**src/rtl/four_function_calculator.sv**
```systemverilog
// Push-button four-function calculator: sign-magnitude entry, two's-complement accumulator, sticky overflow.
// Add/sub finish one edge after the Equals edge; mul/div take W+1 edges; presses during a compute are dropped.
module four_function_calculator #(
  parameter int W = 11
) (
  input  logic         Clock,
  input  logic         Clear,
  input  logic         Equals,
  input  logic         Add,
  input  logic         Subtract,
  input  logic         Multiply,
  input  logic         Divide,
  input  logic [W-1:0] NumberSM,
  output logic [W-1:0] Result,
  output logic         Overflow
);

  localparam int CW = $clog2(W + 1);
  localparam logic [2*W-1:0] L_MAXP = {{(W+1){1'b0}}, {(W-1){1'b1}}};
  localparam logic [2*W-1:0] L_MINM = L_MAXP + {{(2*W-1){1'b0}}, 1'b1};

  typedef enum logic [2:0] {S_IDLE, S_PEND, S_ADDSUB, S_MUL, S_DIV, S_ERR} state_t;
  typedef enum logic [1:0] {OP_ADD, OP_SUB, OP_MUL, OP_DIV} op_t;

  state_t          r_state;
  op_t             r_op;
  logic [W-1:0]    r_acc;
  logic [W-1:0]    r_b;
  logic            r_ovf;
  logic [4:0]      r_prev;
  logic [W-2:0]    r_b_mag;
  logic            r_sign;
  logic [CW-1:0]   r_cnt;
  logic [2*W-1:0]  r_prod;
  logic [2*W-1:0]  r_mcand;
  logic [W-1:0]    r_mplier;
  logic [W-1:0]    r_rem;
  logic [W-1:0]    r_quo;

  logic [4:0]      w_btn;
  logic [4:0]      w_press;
  logic            w_eq_p;
  logic            w_op_p;
  op_t             w_op_sel;
  logic            w_num_neg;
  logic [W-1:0]    w_num_tc;
  logic [W-1:0]    w_acc_mag;
  logic [W:0]      w_sum;
  logic            w_sum_ovf;
  logic [W-1:0]    w_rem_sh;
  logic            w_rem_ge;
  logic [2*W-1:0]  w_mag;
  logic [W-1:0]    w_md_res;
  logic            w_md_err;

  assign w_btn   = {Equals, Add, Subtract, Multiply, Divide};
  assign w_press = w_btn & ~r_prev;
  assign w_eq_p  = w_press[4];
  assign w_op_p  = |w_press[3:0];

  always_comb begin
    w_op_sel = OP_DIV;
    if (w_press[3])      w_op_sel = OP_ADD;
    else if (w_press[2]) w_op_sel = OP_SUB;
    else if (w_press[1]) w_op_sel = OP_MUL;
  end

  // Negative zero has an all-zero magnitude, so negation already yields 0.
  assign w_num_neg = NumberSM[W-1] & (|NumberSM[W-2:0]);
  assign w_num_tc  = NumberSM[W-1] ? -{1'b0, NumberSM[W-2:0]} : {1'b0, NumberSM[W-2:0]};
  assign w_acc_mag = r_acc[W-1] ? -r_acc : r_acc;

  assign w_sum     = (r_op == OP_SUB) ? ({r_acc[W-1], r_acc} - {r_b[W-1], r_b})
                                      : ({r_acc[W-1], r_acc} + {r_b[W-1], r_b});
  assign w_sum_ovf = w_sum[W] ^ w_sum[W-1];

  assign w_rem_sh  = {r_rem[W-2:0], r_quo[W-1]};
  assign w_rem_ge  = r_rem[W-1] | (w_rem_sh >= {1'b0, r_b_mag});

  assign w_mag     = (r_state == S_MUL) ? r_prod : {{W{1'b0}}, r_quo};
  assign w_md_res  = r_sign ? -w_mag[W-1:0] : w_mag[W-1:0];
  // A negative result may reach one past the positive limit (-2^(W-1)).
  assign w_md_err  = ((r_state == S_DIV) && (r_b_mag == '0)) ||
                     ((w_mag > L_MAXP) && !(r_sign && (w_mag == L_MINM)));

  always_ff @(posedge Clock or posedge Clear) begin
    if (Clear) begin
      r_state  <= S_IDLE;
      r_op     <= OP_ADD;
      r_acc    <= '0;
      r_b      <= '0;
      r_ovf    <= 1'b0;
      r_prev   <= '0;
      r_b_mag  <= '0;
      r_sign   <= 1'b0;
      r_cnt    <= '0;
      r_prod   <= '0;
      r_mcand  <= '0;
      r_mplier <= '0;
      r_rem    <= '0;
      r_quo    <= '0;
    end else begin
      r_prev <= w_btn;
      case (r_state)
        S_IDLE: begin
          if (w_eq_p) begin
            r_acc <= w_num_tc;
          end else if (w_op_p) begin
            r_op    <= w_op_sel;
            r_state <= S_PEND;
          end
        end
        S_PEND: begin
          if (w_eq_p) begin
            r_b      <= w_num_tc;
            r_b_mag  <= NumberSM[W-2:0];
            r_sign   <= r_acc[W-1] ^ w_num_neg;
            r_prod   <= '0;
            r_mcand  <= {{W{1'b0}}, w_acc_mag};
            r_mplier <= {1'b0, NumberSM[W-2:0]};
            r_rem    <= '0;
            r_quo    <= w_acc_mag;
            r_cnt    <= CW'(W);
            case (r_op)
              OP_MUL:  r_state <= S_MUL;
              OP_DIV:  r_state <= S_DIV;
              default: r_state <= S_ADDSUB;
            endcase
          end else if (w_op_p) begin
            r_op <= w_op_sel;
          end
        end
        S_ADDSUB: begin
          r_acc   <= w_sum[W-1:0];
          r_ovf   <= w_sum_ovf;
          r_state <= w_sum_ovf ? S_ERR : S_IDLE;
        end
        S_MUL, S_DIV: begin
          if (r_cnt != '0) begin
            r_cnt <= r_cnt - CW'(1);
            if (r_state == S_MUL) begin
              if (r_mplier[0]) r_prod <= r_prod + r_mcand;
              r_mcand  <= {r_mcand[2*W-2:0], 1'b0};
              r_mplier <= {1'b0, r_mplier[W-1:1]};
            end else begin
              r_rem <= w_rem_ge ? (w_rem_sh - {1'b0, r_b_mag}) : w_rem_sh;
              r_quo <= {r_quo[W-2:0], w_rem_ge};
            end
          end else if (w_md_err) begin
            r_acc   <= '0;
            r_ovf   <= 1'b1;
            r_state <= S_ERR;
          end else begin
            r_acc   <= w_md_res;
            r_state <= S_IDLE;
          end
        end
        S_ERR: begin
          r_state <= S_ERR;
        end
        default: r_state <= S_IDLE;
      endcase
    end
  end

  assign Result   = r_acc;
  assign Overflow = r_ovf;

endmodule

```
**config.mk**
```make
export PLATFORM = sky130hd
export DESIGN_NAME = four_function_calculator
export DESIGN_NICKNAME = d
export VERILOG_FILES = /design/src/rtl/four_function_calculator.sv
export SDC_FILE = /design/constraint.sdc
export NUM_CORES = 1
export LEC_CHECK = 0
export ABC_AREA = 1
export BUFFER_PORTS_ARGS = -buffer_cell sky130_fd_sc_hd__buf_2
export CAP_MARGIN = 20
export CORE_MARGIN = 1
export CORE_UTILIZATION = 30
export DETAILED_ROUTE_END_ITERATION = 10
export SYNTH_ARGS = -nofsm -noshare
export SYNTH_HDL_FRONTEND = slang
export SYNTH_SLANG_ARGS = --single-unit
```
**constraint.sdc**
```tcl
create_clock -name Clock -period 13 [get_ports Clock]
set_clock_uncertainty 0.15 [all_clocks]
set_input_delay 2.6 -clock Clock [delete_from_list [all_inputs] [get_ports Clock]]
set_output_delay 2.6 -clock Clock [all_outputs]
set_load 0.05 [all_outputs]
```
# Word level (Yosys, flattened, before mapping)
# Cells that the tools add are included.
# word_totals
ff_bits,125
input_bits,18
output_inout_bits,12
word_cells,122
# classes
add_sub_neg,8
n_lt_le_gt_ge,2
eq_ne,19
muxes,48
bitwise,7
reduce_logical,24
# op_table
op,count
11-bit two-way mux,16
22-bit two-way mux,8
22-bit one-hot mux with 2 select lines,2
11-bit one-hot mux with 2 select lines,3
11-bit one-hot mux with 3 select lines,1
22-bit adder,1
"22-bit by 11-bit == test with 1-bit output, second input constant",1
"22-bit by 10-bit greater-than comparator with 1-bit output, second input constant",1
11-bit negator,2
"2-bit != test, second input constant",10
3-bit two-way mux,6
3-bit one-hot mux with 5 select lines,1
11-bit by 11-bit adder with 12-bit output,1
12-bit two-way mux,1
3-bit AND reduction,4
4-bit AND reduction,3
11-bit by 11-bit subtractor with 12-bit output,1
11-bit by 10-bit >= comparator with 1-bit output,1
10-bit negator with 11-bit output,1
11-bit by 10-bit subtractor with 11-bit output,1
10-bit logical NOT,1
10-bit OR reduction,1
4-bit two-way mux,2
4-bit one-hot mux with 2 select lines,1
27 further kinds,38

# Logic depth before layout (Yosys ltp)
# Gate-level depths: netlist of the first run.
# logic_depth
ltp_word,10
depth_mapped,21
ltp_nobuf,21

# Least setup slack after synthesis of the first run
# No wires, ideal clock.
# synth_timing
path_kind,input -> register
from,in Equals
to,reg r_quo[10]
setup_time_ps,127
arrival_time_ps,3786
t_required_ps,12723
slack_ps,8938
stages,12
n_path_buf,1
path_cell_list,inv_1 -> nor2_1 -> inv_1 -> nand2_1 -> nand2_2 -> a21oi_4 -> inv_1 -> nor2_2 -> inv_1 -> buf_2 -> a22oi_1 -> o21ai_1
# synth_via
elab_chain_len,3
# synth_lines
item,line,rtl
from (decl),8,"input logic Equals,"
5-bit bitwise AND,57,assign w_press = w_btn & ~r_prev;
2-bit != test (no source line),n/a,
4-bit AND reduction (no source line),n/a,
to (signal assigned),122,r_quo <= w_acc_mag;
to (signal assigned),147,"r_quo <= {r_quo[W-2:0], w_rem_ge};"
to (decl),38,logic [W-1:0] r_quo;
# No other way between the ends.
# A chain may end at the register's enable or synchronous reset.

# Worst setup path in the final report of the first run
# Ends and elaborated chain as after synthesis.

==> metrics.txt, run 1 <==
outcome complete, no violations; Synth top area share between 30% and 40%; number of warnings issued by yosys 0; Area contributors post-synth dfrtp_1 (36%), nand2_1 (13%), o21ai_0 (7.1%); Cells after Synth 1193; DR DRC count 0; CP Data Required Time around 13 ns; hold_buf cts 0; # rows 61; critical path class in -> reg; CTS buffer count 17; Leakage roughly 5.0 nW; H-tree levels 4; CP max stage delay 0.45 ns; fin. max-slew vios 0; initial antenna violation count 0; flop2flop setup slack ~9.4 ns; largest net degree at the start of global routing 73; area of the multi-input gates roughly 4800 sq um; most used cell, CP inv_1; Placed Instances roughly 1600; vias per cell 4.935; Netlist cell types just over 50; Slowest-stage cell, CP inv_1; Power Density approximately 280 nW/um^2; Post-synth EDFFs 0; DIE HEIGHT between 150 and 200 microns; vias just under 8000; cell type with the largest total area after synthesis dfrtp_1; Root Driver clkbuf_16; startpoint class of the critical path input pin; synthesis-stage register bit count about 120; Worst-Skew Late Latency approximately 0.43 ns; Longest Clk Path Bufs 2; All-Layer GR Usage about 17%; final period utilization a little over a third; most frequent cells after synthesis nand2_1 (309), inv_1 (135), dfrtp_1 (123); I/O pins 30; grt ovf 0; post-layout net count between 1000 and 1500; Reg-to-Reg Start r_state[2]; FFs w/ async S/R, synth between 90% and 100%; Critical Path End r_quo[10]; Worst EP arrival 4.68 ns; vias in the first global route roughly 7500; Die ar. between 20000 and 30000 sq um; max_cap viols 0; filler cell count around 3000; Post-Syn Area around 8600 sq um; post-CTS sizing 0; post-CTS setup buffers 0; layout cells sized above 1 approximately 8.3%; WL/cell roughly 15 microns; register area around 3100 sq um; syn_nets about 1300; ANT cells 0; VDD IR-drop max ~0.10 mV; RSZ-0062 raised after global routing false; CP Launch Point Equals; Final Hold Viols 0; Hold Path Class reg -> reg; IO Port Bufs 29; Starting Density between 30% and 40%; most frequent cell after synthesis nand2_1; Die Wd about 170 microns; Final min period 4.547 ns; crit-path max FO 21; syn avg cell area between 7 and 8 sq um; CTS tree yes; HPWL after DPL about 18000 microns; critical path endpoint category flip-flop; Max-Slew Margin vs Limit 30.29%; GPL Wtd Cong approximately 0.9; setup TNS after final layout 0 ns; Core Area approximately 28000 sq um; final setup vio count 0; WHS 0.3280 ns; antenna-violating nets left 0; 1st-pass router iterations 5; CP Cell Sequence buf_2 > inv_1 > nor2_1 > inv_1 > nand2_1 > nand2_2 > a21oi_4 > inv_1 > nor2_2 > inv_1 > a22oi_1 > o21ai_1; fmax 0.2199 GHz; first-pass GRT wire length around 40000 microns; register area share after synthesis ~36%; final cell count without fillers between 1500 and 2000; Least-Margin Pin Slew ~1.0 ns; critical path depth in cells 12; delay-heaviest family, CP buffers and inverters; Worst Path Buf+Inv 5; Layout area overhead 13.33%; DR iter-0 viols a little over 600; reg2reg path depth 10; final WL approximately 24000 microns; main flop type after synthesis dfrtp_1; CTS clk-pin slew, worst paths about 0.06 ns; CTS Sinks approximately 120; Critical R2R Capture r_quo[10]
-- kinds of logic after synthesis --
| logic type | after synthesis | share of synthesized area [%] |
|---|---|---|
| AND/OR/NAND/NOR | 518 | 25.53 |
| AO/OA/AOI/OAI | 286 | 18.86 |
| buffers and inverters | 175 | 8.048 |
| flip-flops | 123 | 35.80 |
| adder cells (fa/ha/maj) | 51 | 7.685 |
| XOR/XNOR | 40 | 4.075 |
-- cell usage in the layout (no fill, tap or decap), types with 5 or more instances in the layout --
| master | instances |
|---|---|
| nor3_1 | 14 |
| nand2_2 | 7 |
| o21ai_0 | 122 |
| a22oi_1 | 10 |
| a21oi_1 | 88 |
| nor4_1 | 8 |
| o21ai_1 | 5 |
| inv_6 | 6 |
| buf_4 | 5 |
| nand4_1 | 17 |
| a2bb2oi_1 | 6 |
| buf_2 | 29 |
| dfrtp_1 | 123 |
| inv_1 | 134 |
| inv_2 | 6 |
| xnor2_1 | 11 |
| xor2_1 | 29 |
| a31oi_1 | 6 |
| o22ai_1 | 10 |
| nand3_1 | 66 |
| ha_1 | 48 |
| a21o_1 | 11 |
| clkbuf_16 | 17 |
| nor2_1 | 81 |
| nand2_1 | 309 |
-- tightest hold or removal path, cell delays in order, from the launching register on --
cell and delay (ns):
dfrtp_1 0.34, nand2_1 0.05, o21ai_0 0.05
-- metal layers --
layer  vias to the layer above  track usage (%)  routed length, microns
li1                       4034                -                       -
met1                      3685            22.78                   11610
met2                       164            27.55                   11090
met3                        37            3.083                     944
met4                         0            6.522                     561
met5                         -                0                       0
-- how the worst min path moves through the flow --
stage	startpoint	end	slack [ns]	cells after the start
5_1_grt	r_mplier[8]	r_mplier[8]	0.34	2
4_1_cts	r_mplier[8]	r_mplier[8]	0.33	2
6_report	r_mplier[8]	r_mplier[8]	0.33	2
3_3_place_gp	r_mplier[9]	r_mplier[9]	0.30	2
2_1_floorplan	r_mplier[9]	r_mplier[9]	0.29	2
3_5_place_dp	r_rem[10]	r_rem[10]	0.32	2
-- state kept, by name (all words and copies together), names as in the netlist --
register / cells
Overflow: 1
Result: 11
r_b: 11
r_b_mag: 9
r_cnt: 4
r_mcand: 22
r_mplier: 10
r_op: 2
r_prev: 5
r_prod: 22
r_quo: 11
r_rem: 11
r_sign: 1
r_state: 3
-- layout make-up --
cell class | instances | share of cell area [%]
Multi-Input combinational cell | 895 | 49.57
Sequential cell | 123 | 31.59
Inverter | 143 | 5.586
Tap cell | 378 | 4.854
Clock buffer | 17 | 4.366
Clock inverter | 15 | 2.157
Timing Repair Buffer | 34 | 1.875
-- power by group --
part	leakage, nW	total (W)	switching [W]	internal, W
combinational	3.10	0.00154	0.00103	0.000508
sequential	1.55	0.000636	0.000126	0.000511
clock	0.305	0.000520	0.000196	0.000324
-- per-stage QoR --
step	power, W	setup slack, ns	area (sq um)	util [%]
CTS	0.002691	8.459	9743	34.78
global route	0.002944	8.096	9743	34.78
floorplan	0.001808	6.979	8597	-
finish	0.002692	8.453	9743	34.78
detailed placement	0.002160	8.026	9107	32.51
global placement	0.002142	8.127	9107	32.51
(Power assumes the default switching activity.)
==> inputs of run 2 (changes only) <==
clock period = 3.75 ns   (was 13 ns; I/O delays follow)
==> metrics.txt, run 2 (synthesis results as in run 1) <==
outcome complete, no violations (unchanged); DR iter-0 viols 524 (was 606); Longest Clk Path Bufs 2 (unchanged); largest net degree at the start of global routing 56 (was 73); Final min period 3.238 ns; VDD IR-drop max 0.3960 mV (was 0.1050 mV); Max-Slew Margin vs Limit 36.12% (was 30.29%); flop2flop setup slack 0.51 ns (was 9.40 ns); post-CTS setup buffers 0 (unchanged); Place WS 0.5095 ns (was 8.026 ns); Reg-to-Reg Start r_b[0] (was r_state[2]); P_sw 0.004689 W (was 0.001349 W); critical path class reg -> reg (was in -> reg); # rows 61 (unchanged); layout cells sized above 1 8.455% (was 8.313%); startpoint class of the critical path flip-flop (was input pin); 1st-pass router iterations 5 (unchanged); hold_buf cts 0 (unchanged); CP max stage delay 0.42 ns (was 0.45 ns); biggest registers after layout r_mcand (22), r_prod (22) (unchanged); Hold Path Class in -> reg (was reg -> reg); post-CTS sizing 0 (unchanged); CP Data Required Time 3.90 ns (was 13.13 ns); Leakage 4.942 nW (was 4.953 nW); HP Start Multiply (was r_mplier[8]); post-layout net count 1286 (was 1283); power after layout 0.009165 W (was 0.002692 W); Final Hold Viols 0 (unchanged); final setup vio count 0 (unchanged); vias 7923 (was 7920); All-Layer GR Usage 17.07% (was 17.13%); Hold Path End r_prev[1] (was r_mplier[8]); RSZ-0062 raised after global routing false (unchanged); Worst-Skew Late Latency 0.43 ns (about the same); crit-path max FO 5 (was 21); I/O pins 30 (unchanged); final worst slack 0.5124 ns (was 8.453 ns); Worst EP arrival 3.39 ns (was 4.68 ns); first-pass GRT wire length 39210 microns (was 38990 microns); HPWL after DPL 17870 microns (was 18200 microns); Slowest-stage cell, CP dfrtp_1 (was inv_1); IO Port Bufs 29 (unchanged); antenna-violating nets left 0 (unchanged); register area 3078 sq um (unchanged); CTS Sinks 123 (unchanged); Sw Share 51.16% (was 50.12%); Die Wd 171.3 microns (unchanged); Root Driver clkbuf_16 (unchanged); filler cell count 3023 (was 3004); WL/cell 14.75 microns (was 15.08 microns); final WL 23730 microns (was 24210 microns); Power Density 942.6 nW/um^2 (was 276.3 nW/um^2); CTS tree yes (unchanged); initial antenna violation count 0 (unchanged); GPL Wtd Cong 0.9004 (was 0.9019); combinational share of power 58.4% (was 57.1%); CTS buffer count 17 (unchanged); Critical R2R Capture r_state[2] (was r_quo[10]); DR DRC count 0 (unchanged); ANT cells 0 (unchanged); Starting Density 30.69% (unchanged); hold path cells 1 (was 2); Die ar. 29340 sq um (unchanged); critical path endpoint category flip-flop (unchanged); vias in the first global route 7593 (was 7461); setup TNS after final layout 0 ns (unchanged); fin. max-slew vios 0 (unchanged); CP Cell Sequence inv_1 > ha_1 > nand3_1 > nor3_1 > or2_2 > xor2_1 > inv_1 > ha_1 > nand2_1 > nor2_1 > nand3_1 > nand3_1 > nand2_1 > nand2_1 > nand3_1 > nand3_1 > nand3_1 > nand2_1 > nand2_1 (was buf_2 > inv_1 > nor2_1 > inv_1 > nand2_1 > nand2_2 > a21oi_4 > inv_1 > nor2_2 > inv_1 > a22oi_1 > o21ai_1); Clk pwr share 17.6% (was 19.3%); grt ovf 0 (unchanged); H-tree levels 4 (unchanged); Least-Margin Pin Slew 0.9562 ns (was 1.045 ns); commonest non-fill, non-tap cell in the layout nand2_1 (unchanged); most used cell, CP nand3_1 (was inv_1); vias per cell 4.927 (was 4.935); final period utilization a little under nine tenths; max_cap viols 0 (unchanged); commonest cells after routing, fill and taps aside nand2_1 (309), inv_1 (134), dfrtp_1 (123) (unchanged); Layout area overhead 13.10% (was 13.33%); fmax ~0.31 GHz; Flop pwr share 24.0% (was 23.6%); Core Area 28010 sq um (unchanged); DIE HEIGHT 171.3 microns (unchanged); area of the multi-input gates 4830 sq um (unchanged); cell internal pwr 0.004476 W (was 0.001343 W); reg2reg path depth 19 (was 10); CTS clk-pin slew, worst paths 0.07 ns (was 0.06 ns)
[run 2: critical path: cells and delay by family, from the launching register on]
kind	cells	cell delay, ns
simple gates	14	1.59
fa+ha+maj	2	0.56
flops	1	0.42
buf+inv	2	0.21
xor+xnor	1	0.18
[run 2: final cells by class]
class	instances	share of cell area (%)
tap	378	4.864
clock buffer	18	4.414
inverter	143	5.585
multi-input combinational	895	49.67
timing repair buffer	37	2.406
clock inverter	14	1.403
sequential	123	31.66
[run 2: how the worst max path moves through the flow]
stage          startpoint  slack [ns]  cells after the start         end
6_report           r_b[0]        0.51                     19  r_state[2]
5_1_grt            r_b[0]        0.08                     20  r_state[2]
2_1_floorplan      r_b[0]        1.01                     20  r_state[2]
3_3_place_gp       r_b[0]        0.51                     19   Result[9]
4_1_cts            r_b[0]        0.49                     19  r_state[2]
3_5_place_dp       r_b[0]        0.51                     19  r_state[2]
[run 2: power by group through the flow]
stage | registers (W) | clock network [W] | logic, W
after global placement | 0.00220 | 0 | 0.00527
after floorplan | 0.00226 | 0 | 0.00401
after detailed placement | 0.00221 | 0 | 0.00533
after global routing | 0.00225 | 0.00171 | 0.00608
final | 0.00220 | 0.00161 | 0.00536
after CTS | 0.00219 | 0.00165 | 0.00536
[run 2: metrics by stage]
step / cell area, sq um / hold WS (ns) / util [%] / std cells
6_report: 9723 / 0.2877 / 34.71 / 1608
5_1_grt: 9723 / 0.2773 / 34.71 / 1608
4_1_cts: 9712 / 0.2649 / 34.67 / 1607
3_5_place_dp: 9146 / 0.3099 / 32.65 / 1575
3_3_place_gp: 9146 / 0.3132 / 32.65 / 1575
2_1_floorplan: 8601 / 0.2867 / - / 1193
[run 2: per-layer routing]
metal  vias to the layer above  part of all wire (%)  track usage, %
li1                       4031                     -               -
met1                      3709                    48           22.51
met2                       155                    46           27.89
met5                         -                     0               0
met3                        28                   3.7           2.922
met4                         0                   2.1           6.289
==> inputs of run 3 (changes only) <==
CORE_ASPECT_RATIO = 1.25   (was default)
CTS_BUF_LIST = sky130_fd_sc_hd__clkbuf_16   (was default)
==> metrics.txt, run 3 (synthesis results as in run 1) <==
commonest cells after routing, fill and taps aside nand2_1 (309), inv_1 (136), dfrtp_1 (123) (was nand2_1 (309), inv_1 (134), dfrtp_1 (123)); Starting Density 30.81% (was 30.69%); IO Port Bufs 29 (unchanged); met3 GRT Util 2.698% (was 2.922%); CP Data Required Time 3.89 ns (was 3.90 ns); post-CTS sizing 0 (unchanged); reg2reg path depth 20 (was 19); Max-Slew Margin vs Limit 39.68% (was 36.12%); filler cell count 2999 (was 3023); Leakage 4.963 nW (was 4.942 nW); ANT cells 0 (unchanged); max_cap viols 0 (unchanged); grt ovf 0 (unchanged); Worst EP arrival 3.42 ns (was 3.39 ns); Critical Path End r_state[2] (unchanged); Hold Path Class in -> reg (unchanged); 1st-pass router iterations 5 (unchanged); CP Launch Point r_b[0] (unchanged); met2 Resource Use GR 31.24% (was 27.89%); startpoint class of the critical path flip-flop (unchanged); largest net degree at the start of global routing 41 (was 56); fin. max-slew vios 0 (unchanged); Reg-to-Reg Start r_b[0] (unchanged); # rows 68 (was 61); first-pass GRT wire length 39900 microns (was 39210 microns); crit-path max FO 6 (was 5); hold_buf cts 0 (unchanged); initial antenna violation count 0 (unchanged); Final min period 3.277 ns (was 3.238 ns); Die ar. 29340 sq um (about the same); antenna-violating nets left 0 (unchanged); final period utilization 87.38% (was 86.34%); Post-DP Area 9141 sq um (was 9146 sq um); Least-Margin Pin Slew 0.9029 ns (was 0.9562 ns); post-CTS setup buffers 0 (unchanged); fin util 34.73% (was 34.71%); Critical R2R Capture r_state[2] (unchanged); hold path cells 1 (unchanged); VDD IR-drop max 0.5212 mV (was 0.3960 mV); GPL Wtd Cong 0.9280 (was 0.9004); CTS Sinks 123 (unchanged); Root Driver clkbuf_16 (unchanged); critical path class reg -> reg (unchanged); Final Hold Viols 0 (unchanged); vias 7983 (was 7923); final cell count without fillers 1583 (was 1608); DIE HEIGHT 191.3 microns (was 171.3 microns); CTS buffer count 17 (unchanged); flop2flop setup slack 0.47 ns (was 0.51 ns); CTS clk-pin slew, worst paths 0.06 ns (was 0.07 ns); final WL 24200 microns (was 23730 microns); WL/cell 15.29 microns (was 14.75 microns); vias per cell 5.043 (was 4.927); biggest registers after layout r_mcand (22), r_prod (22) (unchanged); All-Layer GR Usage 17.17% (was 17.07%); Power Density 946.5 nW/um^2 (was 942.6 nW/um^2); HPWL after DPL 18520 microns (was 17870 microns); I/O pins 30 (unchanged); final setup vio count 0 (unchanged); post-layout net count 1289 (was 1286); grt peak-use layer met2 (unchanged); layout cells sized above 1 8.597% (was 8.455%); met1 usage in global routing 19.85% (was 22.51%); Die Wd 153.4 microns (was 171.3 microns); DR DRC count 0 (unchanged); outcome complete, no violations (unchanged); Core Area 27910 sq um (was 28010 sq um); critical path endpoint category flip-flop (unchanged); Placed Instances 1551 (was 1575); Longest Clk Path Bufs 2 (unchanged); setup TNS after final layout 0 ns (unchanged); fmax 0.3052 GHz (was 0.3089 GHz); CTS tree yes (unchanged); Worst-Skew Late Latency 0.43 ns (about the same); Layout area overhead 12.75% (was 13.10%); vias in the first global route 7953 (was 7593); power after layout 0.009175 W (was 0.009165 W); HP Start Equals (was Multiply); design area 9693 sq um (was 9723 sq um); RSZ-0062 raised after global routing false (unchanged); DR iter-0 viols 373 (was 524); commonest non-fill, non-tap cell in the layout nand2_1 (unchanged); H-tree levels 4 (unchanged)
-- run 3: area by class of cell --
class | count | area [sq um] | share of cell area, %
clock buffer | 17 | 425.4 | 4.389
tap | 350 | 437.9 | 4.518
multi-input combinational | 895 | 4830 | 49.83
inverter | 143 | 543.0 | 5.602
sequential | 123 | 3078 | 31.75
timing repair buffer | 40 | 252.7 | 2.607
clock inverter | 15 | 126.4 | 1.304
-- run 3: through the flow --
step                setup WS, ns  hold slack, ns
floorplan                  1.010          0.2867
global placement          0.6207          0.3107
detailed placement        0.5085          0.3076
CTS                       0.4907          0.2768
global route             0.04264          0.2851
finish                    0.4731          0.2964
-- run 3: how the worst min path moves through the flow --
stage                             end  slack, ns
after floorplan           r_mplier[9]       0.29
after global placement    r_mplier[9]       0.31
after detailed placement  r_mplier[9]       0.31
after CTS                   r_prev[0]       0.28
after global routing        r_prev[4]       0.29
final                       r_prev[4]       0.30
-- run 3: power by group --
group / internal (W) / switching [W] / leakage, nW
sequential: 0.00177 / 0.000430 / 1.55
combinational: 0.00179 / 0.00362 / 3.13
clock: 0.000909 / 0.000650 / 0.280
-- run 3: worst max-delay path: stages (launching register included) --
cell and delay, ns:
dfrtp_1 0.40, inv_1 0.13, ha_1 0.19, nand3_1 0.10, nor3_1 0.34, a31oi_1 0.16
xor2_1 0.17, inv_1 0.07, ha_1 0.34, nand2_1 0.10, inv_1 0.04, a21boi_0 0.22
nand3_1 0.10, nand2_1 0.07, nand2_1 0.08, inv_1 0.07, nand3_1 0.09, nand3_1 0.11
nand3_1 0.08, nand2_1 0.06, nand2_1 0.05
-- run 3: per-layer routing --
| metal | wire length [microns] | up-vias |
|---|---|---|
| met1 | 10400 | 3763 |
| met4 | 711 | 0 |
| met5 | 0 | - |
| met3 | 774 | 37 |
| li1 | - | 4036 |
| met2 | 12320 | 147 |
